### config.mk
export PLATFORM = sky130hd
export DESIGN_NAME = chunked_adder
export DESIGN_NICKNAME = d
export VERILOG_FILES = /design/src/rtl/chunked_adder.sv
export SDC_FILE = /design/constraint.sdc
export NUM_CORES = 1
export LEC_CHECK = 0
export BUFFER_PORTS_ARGS = -buffer_cell sky130_fd_sc_hd__buf_2
export CORE_MARGIN = 10
export CORE_UTILIZATION = 43
export DETAILED_ROUTE_END_ITERATION = 8
export PLACE_DENSITY = 0.6
export SLEW_MARGIN = 15
export SYNTH_ARGS = -nofsm -noshare
export SYNTH_HDL_FRONTEND = slang
export SYNTH_SLANG_ARGS = --single-unit
### constraint.sdc
create_clock -name CLK -period 4 [get_ports CLK]
set_input_delay 0.8 -clock CLK [delete_from_list [all_inputs] [get_ports CLK]]
set_output_delay 0.8 -clock CLK [all_outputs]
set_load 0.01 [all_outputs]
### src/rtl/chunked_adder.sv
// Multi-cycle ripple adder/subtractor: one CHUNK-bit slice per clock, LSB slice first,
// carry held in a register between slices. Result registers update only on the DONE edge.
module chunked_adder #(
   parameter int unsigned WIDTH = 16,
   parameter int unsigned CHUNK = 4
) (
   input  logic             CLK,
   input  logic             RST,
   input  logic             START,
   input  logic             SUB,
   input  logic [WIDTH-1:0] A,
   input  logic [WIDTH-1:0] B,
   input  logic             CIN,
   output logic             BUSY,
   output logic             DONE,
   output logic [WIDTH-1:0] SUM,
   output logic             COUT,
   output logic             OVF
);

   localparam int unsigned N  = WIDTH / CHUNK;
   localparam int unsigned IW = (N > 1) ? $clog2(N) : 1;
   localparam logic [IW-1:0] LAST = IW'(N - 1);

   localparam logic [0:0] IDLE = 1'b0;
   localparam logic [0:0] RUN  = 1'b1;

   logic [0:0]       state_q;
   logic [IW-1:0]    idx_q;
   logic             carry_q;
   logic [WIDTH-1:0] a_q, b_q, work_q;
   logic [WIDTH-1:0] sum_q;
   logic             cout_q, ovf_q, done_q;

   int unsigned      base;
   logic [CHUNK-1:0] a_sl, b_sl, s_sl;
   logic             c_sl, ovf_sl;
   logic [WIDTH-1:0] work_d;

   always_comb begin
      base = 32'(idx_q) * CHUNK;
      a_sl = a_q[base +: CHUNK];
      b_sl = b_q[base +: CHUNK];
      {c_sl, s_sl} = {1'b0, a_sl} + {1'b0, b_sl} + {{CHUNK{1'b0}}, carry_q};
      // Carry into the slice MSB recovered from its sum bit; only used on the last slice.
      ovf_sl = c_sl ^ a_sl[CHUNK-1] ^ b_sl[CHUNK-1] ^ s_sl[CHUNK-1];
      work_d = work_q;
      work_d[base +: CHUNK] = s_sl;
   end

   always_ff @(posedge CLK or posedge RST) begin
      if (RST) begin
         state_q <= IDLE;
         idx_q   <= '0;
         carry_q <= 1'b0;
         a_q     <= '0;
         b_q     <= '0;
         work_q  <= '0;
         sum_q   <= '0;
         cout_q  <= 1'b0;
         ovf_q   <= 1'b0;
         done_q  <= 1'b0;
      end else begin
         done_q <= 1'b0;
         case (state_q)
            IDLE: begin
               if (START) begin
                  a_q     <= A;
                  b_q     <= SUB ? ~B : B;
                  carry_q <= SUB ? ~CIN : CIN;
                  idx_q   <= '0;
                  state_q <= RUN;
               end
            end
            RUN: begin
               work_q  <= work_d;
               carry_q <= c_sl;
               idx_q   <= idx_q + 1'b1;
               if (idx_q == LAST) begin
                  sum_q   <= work_d;
                  cout_q  <= c_sl;
                  ovf_q   <= ovf_sl;
                  done_q  <= 1'b1;
                  state_q <= IDLE;
               end
            end
            default: state_q <= IDLE;
         endcase
      end
   end

   assign BUSY = (state_q == RUN);
   assign DONE = done_q;
   assign SUM  = sum_q;
   assign COUT = cout_q;
   assign OVF  = ovf_q;

endmodule
# ---- Word level (Yosys, flattened, before mapping)
# Index checks and enable logic that the tools add are counted.
dict set report classes {
  n_shift 4
  muxes 12
  n_bitwise 6
  eq_ne 2
  addsub 4
  n_reduce_logical 2
}
# operator n
set op_table {}
lappend op_table {{4-bit negation with 34-bit output} 1}
lappend op_table {{4-bit by 34-bit variable shift with 16-bit output, first input constant} 1}
lappend op_table {{4-bit by 34-bit variable part select with 16-bit output} 1}
lappend op_table {{16-bit by 5-bit variable part select with 4-bit output} 2}
lappend op_table {{16-bit bitwise mux} 1}
lappend op_table {{16-bit two-way mux} 1}
lappend op_table {{16-bit inverter} 1}
lappend op_table {{1-bit two-way mux} 6}
lappend op_table {{4-bit by 4-bit adder with 5-bit output} 1}
lappend op_table {{5-bit by 1-bit adder with 5-bit output} 1}
lappend op_table {{1-bit one-hot mux with 2 select lines} 2}
lappend op_table {{2-bit one-hot mux with 2 select lines} 1}
lappend op_table {{2-bit AND reduction} 2}
lappend op_table {{1-bit bitwise XOR} 3}
lappend op_table {{2-bit by 1-bit adder with 2-bit output, second input constant} 1}
lappend op_table {{2-bit == test, second input constant} 1}
lappend op_table {{2-bit two-way mux} 1}
lappend op_table {{2-bit != test, second input constant} 1}
lappend op_table {{1-bit inverter} 2}
dict set report word_totals {
  word_cells 40
  input_bits 37
  reg_bits 71
  out_inout_bits 20
}

# ---- Depth between registers and ports, before layout
dict set report logic_depth {
  word_depth 6
  ltp_mapped 9
  ltp_nobuf 8
}

# ---- Worst setup path after synthesis
# No wires, ideal clock.
dict set report synth_path {
  kind {flip-flop to flip-flop}
  startpoint {reg idx_q[0]}
  endpoint {reg ovf_q, in the netlist OVF}
  stages_incl_launch_ff 10
  t_required_ns 3.871
  setup_slack_ns 1.063
  period_less_slack_ns 2.937
  setup_ns 0.129
  path_buffers 1
  arrival_ns 2.807
  path_cell_list {dfrtp_1 -> buf_4 -> mux4_2 -> fa_1 -> fa_1 -> a21o_1 -> a21oi_1 -> xnor3_1 -> xnor2_1 -> o21ai_1}
}
dict set report synth_via {
  elab_chain_cells 6
  elab_cells_between_ends 9
  cone_classes {add/sub (2); eq/ne (1); shift (2); bitwise (3); reduce/logical (1)}
}
# element line_no
set synth_rtl {}
lappend synth_rtl {{start: declaration} 29} ;# logic [IW-1:0] idx_q;
lappend synth_rtl {{start signal: assignment} 78} ;# idx_q <= idx_q + 1'b1;
lappend synth_rtl {{16-bit by 5-bit variable part select with 4-bit output (on tied branches)} {42, 43}}
lappend synth_rtl {{4-bit by 4-bit adder with 5-bit output} 44} ;# {c_sl, s_sl} = {1'b0, a_sl} + {1'b0, b_sl} + {{CHUNK{1'b0}}, carry_q};
lappend synth_rtl {{5-bit by 1-bit adder with 5-bit output} 44}
lappend synth_rtl {{1-bit bitwise XOR (3 in a row)} 46} ;# ovf_sl = c_sl ^ a_sl[CHUNK-1] ^ b_sl[CHUNK-1] ^ s_sl[CHUNK-1];
lappend synth_rtl {{end signal: assignment} 82} ;# ovf_q <= ovf_sl;
lappend synth_rtl {{end: declaration} 33} ;# logic cout_q, ovf_q, done_q;
# Parallel ways exist; a longest one is shown, timed or not.
# A chain may end at the register's enable or synchronous reset.

# ---- Worst setup path in the final report
# Ends and elaborated chain as after synthesis.

==> metrics.yaml <==
logic_synthesis:
  synthAdderAreaFrac_pct: 4.39
  ys.flop_type: "dfrtp_1"
  synth_seq_cells: 67
  ys_seq_area_share_pct: 52.5
  synth_most_common_cell: "dfrtp_1"
  avgSynthCellArea_um2: 11.9
  synth.area.mux_share_pct: 11.4
  yosys.area_share.simple_pct: 8.73
  synth_common_cells: "dfrtp_1 (67), nand2_1 (39), o21ai_0 (32), xnor2_1 (18), mux2_2 (16)"
  synth_top_family_by_area: "compound AO/OA/AOI/OAI gates"
  synth_area_leaders: "dfrtp_1 (52%), mux2_2 (5.6%), o21ai_0 (5.0%)"
  synth_cell_types: 31
  synth_edf_count: 0
  async_reset_ff_share_pct: 100
  yosys.area.top_type_share_pct: 52.5
  yosys.area.top_type: "dfrtp_1"
  synth_area_um2: 3190
  syn_inst: 268
  synth-compound-area-share_pct: 13.2
  synth_xor_area_share_pct: 6.78
  syn_nets: 315
  yosysWarnings: 0
floorplanning:
  start_util_pct: 44.0
  io_pins: 57
  die_h_um: 106
  dieArea_um2: 11300
  rows: 31
  fp.dieW_um: 106
  core_area_um2: 7250
critical_path:
  worst-endpoint-arrival_ns: 3.19
  worstSetupPathType: "register to register"
  critical_path.max_fanout: 5
  crit_path_start_kind: "register"
  end_kind: "register"
  required_ns: 4.20
global_route:
  grt_usage_pct: 12.5
  antenna_found_initial: 0
  grt_overflow: 0
  grt_max_degree: 47
  grt_pass1_vias: 2286
  grt_first_pass_wirelength_mm: 11.3
sta:
  skew_ns: 0.00854
  tightest_slew_ns: 1.06
  setup_viol: 0
  hold_viol: 0
  rsz0062_at_grt: "false"
  min_period_ns: 2.99
  tns_ns: 0
  finalCritPeriodShare_pct: 74.8
  worst_slack_ns: 1.01
  relSlewSlack_pct: 29.1
  slew_viol_final: 0
  max_freq_mhz: 334
finish:
  multiInputGateArea_um2: 1420
  fin_cells: 426
  seq_area_um2: 1680
  syn2layout_area_growth_pct: 18.9
  num_antenna_cells: 0
  fillers: 670
  nNetsFinal: 369
  drive_above_1_share_pct: 32.4
drt:
  wl_mm: 6.62
  drt-wirelength-per-cell_um: 15.5
  num_vias: 2126
  drt_iter0_drc: 46
  drt_pass1_iterations: 5
  remaining_drc_errors: 0
  routed_via_density: 4.99
  drtAntennaViolNets: 0
cts:
  cts_hold_buf: 0
  post-cts-setup-buffers: 0
  clk_pin_slew_ns: 0.08
  htreeDepth: 3
  clock_latency_ns: 0.35
  clockBufferDepth: 2
  clock-sinks: 67
  cts_buffers: 9
  cts_tree: "yes"
  cts-root-buf: "clkbuf_8"
  cts_resized: 0
placed_design:
  port-buffer-count: 56
  place_ws_ns: 0.985
  gp_congestion: 0.780
  placed_cells: 410
  hpwlAfterDp_mm: 4.75
outcome:
  status: "finished clean"
job:
  cap_violations: 0
power:
  power_density_nw_per_um2: 951
  p_leak_nw: 1.77
  total_power_mw: 3.61
  irDropWorstVdd_v: 0.000482
hold_path:
  hp-class: "register to register"
-- where the power goes --
group / switching (mW) / internal, mW / leakage, nW / total [mW]
Sequential: 0.166 / 0.957 / 0.858 / 1.12
Clock: 0.262 / 0.412 / 0.119 / 0.674
Combinational: 1.01 / 0.804 / 0.797 / 1.81
Total: 1.44 / 2.17 / 1.77 / 3.61
-- worst paths after layout --
check,from,endpoint,slack [ns],cells past startpoint
max in group asynchronous,RST,a_q[0],2.47,3
setup / recovery,idx_q[0],OVF,1.01,8
setup reg to reg,idx_q[0],OVF,1.01,8
hold reg to reg,SUM[4],SUM[4],0.47,2
hold / removal,SUM[4],SUM[4],0.47,2
min in group asynchronous,RST,SUM[15],0.68,2
-- layout by cell type (no fill, tap or decap), types with 2 or more instances in the layout --
master,netlist,layout
buf_4,1,5
o21ai_0,32,32
a32o_1,12,12
ha_1,8,8
mux4_2,7,7
nor2b_1,12,12
nand2_1,39,39
fa_1,2,2
mux2_2,16,16
buf_2,4,56
clkbuf_8,0,9
inv_2,1,2
clkinv_2,0,2
a21oi_1,14,14
bufinv_16,0,3
nor3_2,2,2
a21o_1,2,2
inv_1,4,3
a22o_1,4,4
dfrtp_1,67,67
xnor2_1,18,18
-- state kept, by name, indices dropped and copies added, names as in the netlist --
| register | cells |
|---|---|
| carry_q | 1 |
| BUSY | 1 |
| COUT | 1 |
| idx_q | 2 |
| a_q | 16 |
| OVF | 1 |
| b_q | 16 |
| work_q | 12 |
| DONE | 1 |
| SUM | 16 |
-- final cells by class --
type	count	area share [%]
multi-input combinational	178	37.4
clock inverter	7	3.06
tap	99	3.26
clock buffer	9	3.26
sequential	67	44.2
timing repair buffer	61	8.37
inverter	5	0.494
-- cells by family (layout without fill, tap and decap cells) --
| kind of cell | Yosys count | in the layout |
|---|---|---|
| buffers and inverters | 23 | 82 |
| flip-flops | 67 | 67 |
| XOR/XNOR | 21 | 21 |
| AND/OR/NAND/NOR | 56 | 56 |
| multiplexers | 24 | 24 |
| adder cells (fa/ha/maj) | 10 | 10 |
| AO/OA/AOI/OAI | 67 | 67 |
-- per-layer routing --
layer	share of wire [%]	GRT usage, %	vias up
li1	-	-	1052
met1	46	15.7	1006
met2	45	18.3	58
met3	7.4	6.04	10
met4	1.3	4.45	0
met5	0	0	-
-- per-stage QoR --
step	area (um2)	hold slack (ns)	util [%]
floorplan	3190	0.442	-
global placement	3560	0.457	49.0
detailed placement	3560	0.465	49.0
CTS	3800	0.482	52.4
global route	3800	0.494	52.4
finish	3800	0.475	52.4
-- worst max-delay path, stage by stage (launching register included) --
cell     delay, ns
dfrtp_1       0.49
mux4_2        0.57
fa_1          0.44
fa_1          0.43
a21o_1        0.20
a21oi_1       0.23
xnor3_1       0.27
xnor2_1       0.14
o21ai_1       0.07
No activity file was read; power rests on OpenSTA's default activity.
